--- src/rtl/voice_mixer_pkg.sv ---
// Shared definitions for the voice mixer: FSM states, unity gain and accumulator sizing.
package voice_mixer_pkg;

  typedef enum logic [1:0] {
    ST_IDLE  = 2'd0,
    ST_ACCUM = 2'd1,
    ST_SAT   = 2'd2
  } state_t;

  function automatic int unity_gain(input int gain_bits);
    return 2 ** (gain_bits - 1);
  endfunction

  // Wide enough that NUM_CH full-scale products at maximum gain cannot overflow.
  function automatic int acc_width(input int num_ch, input int data_bits, input int gain_bits);
    return data_bits + gain_bits + $clog2(num_ch) + 1;
  endfunction

endpackage

--- src/rtl/voice_mixer_if.sv ---
// Mixer channel/control bundle: master drives samples and strobe, slave is the mixer.
interface voice_mixer_if #(
  parameter int NUM_CH    = 4,
  parameter int DATA_BITS = 12,
  parameter int GAIN_BITS = 4
);
  logic                          sample_strobe;
  logic [NUM_CH*DATA_BITS-1:0]   ch_data;
  logic [NUM_CH*GAIN_BITS-1:0]   ch_gain;
  logic [NUM_CH-1:0]             ch_mute;
  logic [DATA_BITS-1:0]          dout;
  logic                          dout_valid;
  logic                          busy;
  logic                          clip;
  logic                          overrun;

  modport master (
    output sample_strobe, ch_data, ch_gain, ch_mute,
    input  dout, dout_valid, busy, clip, overrun
  );

  modport slave (
    input  sample_strobe, ch_data, ch_gain, ch_mute,
    output dout, dout_valid, busy, clip, overrun
  );
endinterface

--- src/rtl/voice_mixer_sat_clip.sv ---
// Combinational signed clamp from IN_BITS to OUT_BITS with a clipped flag.
module sat_clip #(
  parameter int IN_BITS  = 21,
  parameter int OUT_BITS = 12
) (
  input  logic signed [IN_BITS-1:0]  din,
  output logic signed [OUT_BITS-1:0] dout,
  output logic                       clipped
);
  localparam logic [OUT_BITS-1:0] MAX_VAL = {1'b0, {(OUT_BITS-1){1'b1}}};
  localparam logic [OUT_BITS-1:0] MIN_VAL = {1'b1, {(OUT_BITS-1){1'b0}}};

  logic [IN_BITS-OUT_BITS:0] upper;

  always_comb begin
    upper   = din[IN_BITS-1:OUT_BITS-1];
    // In range only when every bit above the output sign bit matches it.
    clipped = (upper != '0) && (upper != '1);
    if (clipped) begin
      dout = din[IN_BITS-1] ? MIN_VAL : MAX_VAL;
    end else begin
      dout = din[OUT_BITS-1:0];
    end
  end
endmodule

--- src/rtl/voice_mixer.sv ---
// Time-multiplexed N-channel mixer: snapshot, one gain MAC per clock, saturate.
// Define VOICE_MIXER_OFFSET_EN for offset-binary dout (MSB inverted) to drive pdm_dac.
module voice_mixer
  import voice_mixer_pkg::*;
#(
  parameter int NUM_CH    = 4,
  parameter int DATA_BITS = 12,
  parameter int GAIN_BITS = 4
) (
  input  logic           clk,
  input  logic           rst,
  voice_mixer_if.slave   mix
);
  localparam int ACC_W  = acc_width(NUM_CH, DATA_BITS, GAIN_BITS);
  localparam int PROD_W = DATA_BITS + GAIN_BITS + 1;
  localparam int IDX_W  = (NUM_CH > 1) ? $clog2(NUM_CH) : 1;
`ifdef VOICE_MIXER_OFFSET_EN
  localparam logic [DATA_BITS-1:0] DOUT_RST = {1'b1, {(DATA_BITS-1){1'b0}}};
`else
  localparam logic [DATA_BITS-1:0] DOUT_RST = '0;
`endif

  state_t                         state, state_next;
  logic                           load, mac, sat_en;
  logic [NUM_CH*DATA_BITS-1:0]    data_q;
  logic [NUM_CH*GAIN_BITS-1:0]    gain_q;
  logic [NUM_CH-1:0]              mute_q;
  logic [IDX_W-1:0]               idx;
  logic signed [ACC_W-1:0]        acc;
  logic signed [DATA_BITS-1:0]    data_sel;
  logic signed [GAIN_BITS:0]      gain_ext;
  logic signed [PROD_W-1:0]       prod;
  logic signed [ACC_W-1:0]        term;
  logic signed [ACC_W-1:0]        shifted;
  logic signed [DATA_BITS-1:0]    sat_val;
  logic                           sat_clipped;
  logic [DATA_BITS-1:0]           dout_fmt;

  always_ff @(posedge clk) begin
    if (rst) begin
      state <= ST_IDLE;
    end else begin
      state <= state_next;
    end
  end

  always_comb begin
    state_next = state;
    case (state)
      ST_IDLE:  if (mix.sample_strobe) state_next = ST_ACCUM;
      ST_ACCUM: if (idx == IDX_W'(NUM_CH - 1)) state_next = ST_SAT;
      ST_SAT:   state_next = ST_IDLE;
      default:  state_next = ST_IDLE;
    endcase
  end

  always_comb begin
    load        = (state == ST_IDLE) && mix.sample_strobe;
    mac         = (state == ST_ACCUM);
    sat_en      = (state == ST_SAT);
    mix.busy    = (state != ST_IDLE);
    mix.overrun = (state != ST_IDLE) && mix.sample_strobe;
  end

  // Gain is unsigned, so it gets a zero sign bit before the signed multiply.
  always_comb begin
    data_sel = data_q[idx*DATA_BITS +: DATA_BITS];
    gain_ext = {1'b0, gain_q[idx*GAIN_BITS +: GAIN_BITS]};
    prod     = PROD_W'(data_sel) * PROD_W'(gain_ext);
    term     = '0;
    if (!mute_q[idx]) term = ACC_W'(prod);
    shifted  = acc >>> (GAIN_BITS - 1);
  end

  sat_clip #(
    .IN_BITS (ACC_W),
    .OUT_BITS(DATA_BITS)
  ) u_sat_clip (
    .din    (shifted),
    .dout   (sat_val),
    .clipped(sat_clipped)
  );

  always_comb begin
`ifdef VOICE_MIXER_OFFSET_EN
    dout_fmt = {~sat_val[DATA_BITS-1], sat_val[DATA_BITS-2:0]};
`else
    dout_fmt = sat_val;
`endif
  end

  always_ff @(posedge clk) begin
    if (rst) begin
      data_q         <= '0;
      gain_q         <= '0;
      mute_q         <= '0;
      idx            <= '0;
      acc            <= '0;
      mix.dout       <= DOUT_RST;
      mix.dout_valid <= 1'b0;
      mix.clip       <= 1'b0;
    end else begin
      mix.dout_valid <= 1'b0;
      mix.clip       <= 1'b0;
      if (load) begin
        data_q <= mix.ch_data;
        gain_q <= mix.ch_gain;
        mute_q <= mix.ch_mute;
        idx    <= '0;
        acc    <= '0;
      end
      if (mac) begin
        acc <= acc + term;
        idx <= idx + IDX_W'(1);
      end
      if (sat_en) begin
        mix.dout       <= dout_fmt;
        mix.dout_valid <= 1'b1;
        mix.clip       <= sat_clipped;
      end
    end
  end
endmodule
--- src/flat_wrapper.sv ---
// flat-port wrapper written by rule: the top's interface ports become plain ports
module voice_mixer_flat import voice_mixer_pkg::*;
#(
  parameter int NUM_CH    = 4,
  parameter int DATA_BITS = 12,
  parameter int GAIN_BITS = 4
)
  (clk, rst, mix_sample_strobe, mix_ch_data, mix_ch_gain, mix_ch_mute, mix_dout, mix_dout_valid, mix_busy, mix_clip, mix_overrun);
  voice_mixer_if #(.NUM_CH(NUM_CH), .DATA_BITS(DATA_BITS), .GAIN_BITS(GAIN_BITS)) mix_i ();
  input  logic clk;
  input  logic rst;
  input wire logic [$bits(mix_i.sample_strobe)-1:0] mix_sample_strobe;
  input wire logic [$bits(mix_i.ch_data)-1:0] mix_ch_data;
  input wire logic [$bits(mix_i.ch_gain)-1:0] mix_ch_gain;
  input wire logic [$bits(mix_i.ch_mute)-1:0] mix_ch_mute;
  output wire logic [$bits(mix_i.dout)-1:0] mix_dout;
  output wire logic [$bits(mix_i.dout_valid)-1:0] mix_dout_valid;
  output wire logic [$bits(mix_i.busy)-1:0] mix_busy;
  output wire logic [$bits(mix_i.clip)-1:0] mix_clip;
  output wire logic [$bits(mix_i.overrun)-1:0] mix_overrun;
  assign mix_i.sample_strobe = mix_sample_strobe;
  assign mix_i.ch_data = mix_ch_data;
  assign mix_i.ch_gain = mix_ch_gain;
  assign mix_i.ch_mute = mix_ch_mute;
  assign mix_dout = mix_i.dout;
  assign mix_dout_valid = mix_i.dout_valid;
  assign mix_busy = mix_i.busy;
  assign mix_clip = mix_i.clip;
  assign mix_overrun = mix_i.overrun;
  voice_mixer #(.NUM_CH(NUM_CH), .DATA_BITS(DATA_BITS), .GAIN_BITS(GAIN_BITS)) u_core (.clk(clk), .rst(rst), .mix(mix_i));
endmodule
--- config.mk ---
export PLATFORM = sky130hd
export DESIGN_NAME = voice_mixer_flat
export DESIGN_NICKNAME = d
export VERILOG_FILES = /design/src/rtl/voice_mixer_pkg.sv /design/src/rtl/voice_mixer_if.sv /design/src/rtl/voice_mixer_sat_clip.sv /design/src/rtl/voice_mixer.sv /design/src/flat_wrapper.sv
export SDC_FILE = /design/constraint.sdc
export NUM_CORES = 1
export LEC_CHECK = 0
export BUFFER_PORTS_ARGS = -buffer_cell sky130_fd_sc_hd__buf_2
export CAP_MARGIN = 10
export CORE_ASPECT_RATIO = 0.7
export CORE_MARGIN = 2
export CORE_UTILIZATION = 40
export DETAILED_ROUTE_END_ITERATION = 16
export HOLD_SLACK_MARGIN = 0.08
export PLACE_DENSITY_LB_ADDON = 0.05
export RECOVER_POWER = 100
export SLEW_MARGIN = 5
export SYNTH_ARGS = -nofsm -noshare
export SYNTH_HDL_FRONTEND = slang
export SYNTH_SLANG_ARGS = --single-unit
--- constraint.sdc ---
create_clock -name clk -period 19.5 [get_ports clk]
set_input_delay 3.9 -clock clk [delete_from_list [all_inputs] [get_ports clk]]
set_output_delay 3.9 -clock clk [all_outputs]
set_load 0.03 [all_outputs]
==> metrics.md, run 1 <==
| Metric | Value |
|---|---|
| Chip width | 160 um |
| # hold bufs at CTS | 0 |
| Routed len/inst | 14.8 um |
| Setup Viol. Count Final | 0 |
| Net Count, Synth | 974 |
| Hold WC Path Type | reg2reg |
| Failing checks | capacitance limit, slew limit |
| Core area | 16500 um^2 |
| Clk sink count | 105 |
| Clk_lat worst skew | 0.37 ns |
| Top cell type's share of synthesized area | 30.8% |
| Row count | 39 |
| Final antenna-violating net count | 0 |
| Post-placement cell count | 1096 |
| Critical Path Start | rst |
| FF+latch count, synth | 105 |
| Max cap viols | 1 |
| Chip Height | 113 um |
| Avg Cell Area, Syn | 8.27 um^2 |
| First-pass GRT wire length | 27.4 mm |
| DRT Pass-1 Iters | 4 |
| Total wire length | 16.4 mm |
| Setup bufs post-CTS | 0 |
| Run status | finished, violations left |
| Fill count | 1678 |
| Die area | 18200 um^2 |
| Max VDD drop | 0.0000417 V |
| YS warnings | 0 |
| P_leak | 3.52 nW |
| CTS max path bufs | 2 |
| Largest net degree at the start of global routing | 103 |
| Synth cell count leaders | nand2_1 (170), dfxtp_1 (105), a21oi_1 (103), inv_1 (62), ha_1 (51) |
| Drt drc | 0 |
| Worst hold slack | 0.454 ns |
| Clock root buffer | clkbuf_16 |
| Largest area contributor in the netlist | dfxtp_1 |
| Pwr Density | 66.4 nW/um^2 |
| Worst path bufs/invs | 1 |
| GP Congestion | 0.817 |
| GRT Util Overall | 18.7% |
| N_diodes | 0 |
| Synth cell types | 55 |
| Post-DP HPWL | 12.1 mm |
| Hold_sp | u_core.data_q[25] |
| Initial antenna violation count | 0 |
| I/O pin count | 87 |
| Fin. max-slew vios | 103 |
| Final Hold Fails | 0 |
| Area Overhead vs Synth | 12.9% |
| CP required | 19.76 ns |
| R2r startpoint | u_core.idx[0] |
| Vias | 5742 |
| Max Clock Skew | 0.0122 ns |
| Fmax | 113 MHz |
| Clock slew at reported path FFs | 0.08 ns |
| Share of cells above drive strength 1 | 13.3% |
| Post-CTS Resized | 0 |
| Least-Margin Pin Slew | 4.55 ns |
| Post-layout util | 46.7% |
| Cell with the most instances after synthesis | nand2_1 |
| Cell Area, Synth | 6830 um^2 |
| Initial DRC Count | 405 |
| Slew margin rel. | -203% |
| GRT overflow | 0 |
| Period utilisation layout | 45.2% |
| CP max stage delay | 3.13 ns |
| Nets | 1030 |
| H-tree depth | 3 |
| WP data arrival | 9.07 ns |
| Period minus WS final | 8.82 ns |
| Crit path max-delay cell type | clkbuf_1 |
| Largest fanout on the critical path | 102 |
| CP Cell Sequence | clkbuf_1 > nor2_1 > and4_1 > a211o_1 |
| EDFF count, synth | 0 |
| Sequential-to-total area share from yosys stat | 30.8% |
| Port bufs | 86 |
| Critical Path Source Type | primary input |
| Setup Total Neg Slack | 0 ns |
| CTS tree | yes |
| Via density per instance | 5.16 |
| Ys flop type | dfxtp_1 |
| CTS Buf Count | 9 |
| Async SR Flop Fraction | 0% |
| Top Family by Delay on Critical Path | buffers and inverters |
| RSZ-0062 raised after global routing | no |
| Vias in the first global route | 5490 |
| Worst Setup End Kind | register |
| Critical path class | in2reg |
| Starting density of the core | 41.4% |
| Post-Layout Cell Count | 1112 |
| Cells after synthesis | 826 |
| Top cells by area, synth | dfxtp_1 (31%), ha_1 (9.3%), nand2_1 (9.3%) |
## placed cells by master (no fill, tap or decap), types with 11 or more instances in the layout
master / count
xor2_1: 11
nor3_1: 16
nor2_1: 34
o21ai_0: 15
and2_1: 37
inv_1: 62
dfxtp_1: 105
mux4_2: 17
clkbuf_1: 17
a211oi_1: 13
nand2_1: 169
buf_2: 69
nand3_1: 23
ha_1: 51
xnor2_1: 13
a21oi_1: 103
fa_1: 26
## final timing paths
kind,slack [ns],endpoint,cells past startpoint
min,0.45,u_core.data_q[25],2
max reg2reg,12.79,u_core.acc[18],25
max,10.68,u_core.acc[17],4
min reg2reg,0.45,u_core.data_q[25],2
## power by group
part	switching, mW	internal, mW
Sequential	0.00570	0.224
Clock	0.0952	0.105
Combinational	0.0499	0.0312
## layout make-up
type / instances / area [um^2] / share of cell area [%]
Multi-Input combinational cell: 613 / 4310 / 55.9
Sequential cell: 105 / 2100 / 27.3
Timing Repair Buffer: 91 / 447 / 5.79
Tap cell: 225 / 282 / 3.65
Inverter: 62 / 233 / 3.02
Clock buffer: 9 / 225 / 2.92
Clock inverter: 7 / 108 / 1.40
## flip-flops by register name, indices dropped and copies added (netlist names)
| signal | flops |
|---|---|
| u_core.idx | 2 |
| u_core.mix.clip | 1 |
| u_core.mix.dout_valid | 1 |
| u_core.mix.dout | 12 |
| u_core.gain_q | 16 |
| u_core.data_q | 48 |
| u_core.acc | 19 |
| u_core.state | 2 |
| u_core.mute_q | 4 |
## routing by layer
| metal | vias to the layer above | global-route usage [%] | wire length [um] |
|---|---|---|---|
| met2 | 97 | 27.1 | 6940 |
| li1 | 2891 | - | - |
| met4 | 0 | 4.74 | 170 |
| met3 | 10 | 3.70 | 604 |
| met5 | - | 0 | 0 |
| met1 | 2744 | 28.3 | 8690 |
## metrics by stage
step | setup slack [ns] | total power, mW | instance area [um^2]
floorplan | 11.24 | 0.291 | 6830
global placement | 11.27 | 0.314 | 7400
detailed placement | 11.29 | 0.316 | 7400
CTS | 11.28 | 0.519 | 7730
global route | 10.12 | 0.539 | 7710
finish | 10.68 | 0.512 | 7710
## logic make-up after synthesis
kind of cell             count (synthesis)  share of synthesized area (%)
flip-flops                             105                           30.8
multiplexers                            19                           5.92
AO/OA/AOI/OAI                          171                           15.1
buffers and inverters                  108                           6.14
adder cells (fa/ha/maj)                 77                           17.0
XOR/XNOR                                24                           3.08
AND/OR/NAND/NOR                        322                           22.1
## tightest hold or removal path, cell delays in order, from the launching register on
cell and delay [ns]:
dfxtp_1 0.31, nand2_1 0.05, a21oi_1 0.05
No activity file was read; power rests on OpenSTA's default activity.
==> inputs of run 2 (changes only) <==
==> constraint.sdc (replaced) <==
create_clock -name clk -period 8.71 [get_ports clk]
set_input_delay 1.742 -clock clk [delete_from_list [all_inputs] [get_ports clk]]
set_output_delay 1.742 -clock clk [all_outputs]
set_load 0.03 [all_outputs]
==> run 2 against run 1 <==
The flow still finishes with violations (capacitance limit, slew limit). Sequential power rose by 130%. Critical path type is now reg2reg. Cell area fell by 0.36%. Non-clock buffer count did not move. Highest routed layer unchanged.
==> metrics.md, run 2 (synthesized netlist as in run 1, its figures left out) <==
| Metric | Value |
|---|---|
| Max Clock Skew | 0.00820 ns (was 0.0122 ns) |
| Clk_lat worst skew | 0.35 ns (was 0.37 ns) |
| P_leak | 3.50 nW (was 3.52 nW) |
| CP max stage delay | 0.81 ns (was 3.13 ns) |
| Top reg by flops | u_core.data_q (unchanged) |
| Row count | 39 (unchanged) |
| Post-Layout Inst Area | 7680 um^2 (was 7710 um^2) |
| Worst Setup End Kind | register (unchanged) |
| Routed len/inst | 15.0 um (was 14.8 um) |
| Worst path bufs/invs | 3 (was 1) |
| Largest registers | u_core.data_q: 48 flops, u_core.acc: 19 flops, u_core.gain_q: 16 flops (unchanged) |
| CTS max path bufs | 2 (unchanged) |
| Final Hold Fails | 0 (unchanged) |
| Placed cell area | 7400 um^2 (unchanged) |
| R2r startpoint | u_core.idx[0] (unchanged) |
| Total wire length | 16.7 mm (was 16.4 mm) |
| CTS Buf Count | 9 (unchanged) |
| Largest fanout on the critical path | 12 (was 102) |
| R2r worst-path depth | 25 (unchanged) |
| # hold bufs at CTS | 0 (unchanged) |
| Commonest non-fill, non-tap cells in the layout | nand2_1 (169), dfxtp_1 (105), a21oi_1 (103), buf_2 (69), inv_1 (62) (unchanged) |
| Core area | 16500 um^2 (unchanged) |
| GRT overflow | 0 (unchanged) |
| Critical path class | reg2reg (was in2reg) |
| Clock root buffer | clkbuf_16 (unchanged) |
| GP Congestion | 0.871 (was 0.817) |
| Largest net degree at the start of global routing | 83 (was 103) |
| Chip width | 160 um (unchanged) |
| Clk sink count | 105 (unchanged) |
| Max cap viols | 1 (unchanged) |
| Port bufs | 86 (unchanged) |
| Chip Height | 113 um (unchanged) |
| Nets | 1030 (unchanged) |
| Setup Viol. Count Final | 0 (unchanged) |
| CTS tree | yes (unchanged) |
| Fmax | 136 MHz |
| Hold Path End | u_core.data_q[41] (was u_core.data_q[25]) |
| Least-Margin Pin Slew | 3.36 ns (was 4.55 ns) |
| Clock slew at reported path FFs | 0.08 ns (about the same) |
| Die area | 18200 um^2 (unchanged) |
| RSZ-0062 raised after global routing | no (unchanged) |
| N_diodes | 0 (unchanged) |
| Via density per instance | 5.11 (was 5.16) |
| Crit path max-delay cell type | clkbuf_1 (unchanged) |
| Hold WC Path Type | reg2reg (unchanged) |
| First-pass GRT wire length | 27.9 mm (was 27.4 mm) |
| Fill count | 1712 (was 1678) |
| Failing checks | capacitance limit, slew limit (unchanged) |
| Storage cell area | 2100 um^2 (unchanged) |
| Setup Total Neg Slack | 0 ns (unchanged) |
| Fin. max-slew vios | 76 (was 103) |
| CP required | 9.00 ns (was 19.76 ns) |
| FF-to-FF setup slack | 1.35 ns (was 12.79 ns) |
| Setup bufs post-CTS | 0 (unchanged) |
| Area Overhead vs Synth | 12.5% (was 12.9%) |
| WP data arrival | 7.65 ns (was 9.07 ns) |
| Drt drc | 0 (unchanged) |
| Max reg flops | 48 (unchanged) |
| Initial DRC Count | 301 (was 405) |
| Share of cells above drive strength 1 | 13.0% (was 13.3%) |
| DRT Pass-1 Iters | 4 (unchanged) |
| Vias in the first global route | 5507 (was 5490) |
| Period utilisation layout | 84.5% |
| Top Family by Delay on Critical Path | adder cells (was buffers and inverters) |
| Area occupied by multi-input gates | 4310 um^2 (unchanged) |
| Hold_sp | u_core.data_q[41] (was u_core.data_q[25]) |
| Initial antenna violation count | 0 (unchanged) |
| Max VDD drop | 0.0000883 V (was 0.0000417 V) |
| Vias | 5684 (was 5742) |
| H-tree depth | 3 (unchanged) |
| Starting density of the core | 41.4% (unchanged) |
| Pwr Density | 147 nW/um^2 (was 66.4 nW/um^2) |
| GRT Util Overall | 19.0% (was 18.7%) |
| Min-Delay Path Depth | 2 (unchanged) |
| Post-DP HPWL | 12.5 mm (was 12.1 mm) |
| Final antenna-violating net count | 0 (unchanged) |
| Period minus WS final | 7.36 ns |
| Post-CTS Resized | 0 (unchanged) |
| Run status | finished, violations left (unchanged) |
| Worst R2R End | u_core.acc[18] (unchanged) |
| Leading cell type in the layout, fill and taps excluded | nand2_1 (unchanged) |
| Slew margin rel. | -124% (was -203%) |
| I/O pin count | 87 (unchanged) |
| Critical Path Source Type | register (was primary input) |
| Tot Pwr | 1.13 mW (was 0.512 mW) |
-- run 2: changes by cell type in the layout (fill, tap and decap cells not counted), sizes merged --
cell,previous run,this run
clkbuf,26,29
buf,74,72
inv,65,66
clkinv,3,1
-- run 2: worst max path at each step --
stage / from / end / slack [ns] / cells after the start
6_report: u_core.idx[0] / u_core.acc[18] / 1.35 / 25
5_1_grt: u_core.idx[0] / u_core.acc[18] / 0.67 / 24
4_1_cts: u_core.idx[0] / u_core.acc[18] / 1.83 / 25
3_3_place_gp: u_core.idx[0] / u_core.acc[18] / 2.05 / 25
3_5_place_dp: u_core.idx[0] / u_core.acc[18] / 1.93 / 25
2_1_floorplan: u_core.idx[0] / u_core.acc[18] / 2.29 / 24
-- run 2: area by class of cell --
type / count / area share [%]
clock buffer: 10 / 2.98
clock inverter: 6 / 1.09
inverter: 62 / 3.03
multi-input combinational: 613 / 56.1
sequential: 105 / 27.4
tap: 225 / 3.67
timing repair buffer: 91 / 5.72
-- run 2: report_power, final --
| group | total, mW | internal (mW) | switching (mW) |
|---|---|---|---|
| clock network | 0.434 | 0.231 | 0.202 |
| logic | 0.177 | 0.0691 | 0.108 |
| registers | 0.519 | 0.502 | 0.0165 |
| total | 1.13 | 0.803 | 0.327 |
-- run 2: per-stage QoR --
stage	cells	util, %	setup slack [ns]	hold slack, ns
after floorplan	826	-	2.29	0.433
after global placement	1096	44.9	2.05	0.444
after detailed placement	1096	44.9	1.93	0.447
after CTS	1112	46.8	1.83	0.458
after global routing	1112	46.6	0.669	0.475
final	1112	46.6	1.35	0.457
-- run 2: worst min-delay path: stages, from the launching register on --
cell	delay, ns
dfxtp_1	0.31
nand2_1	0.05
a21oi_1	0.05
-- run 2: routing by layer --
layer  routed length (um)  global-route usage [%]  vias to the layer above
met2                 7160                    28.7                      104
met3                  705                    4.29                        7
li1                     -                       -                     2904
met4                   90                    3.24                        0
met1                 8700                    28.2                     2669
met5                    0                       0                        -
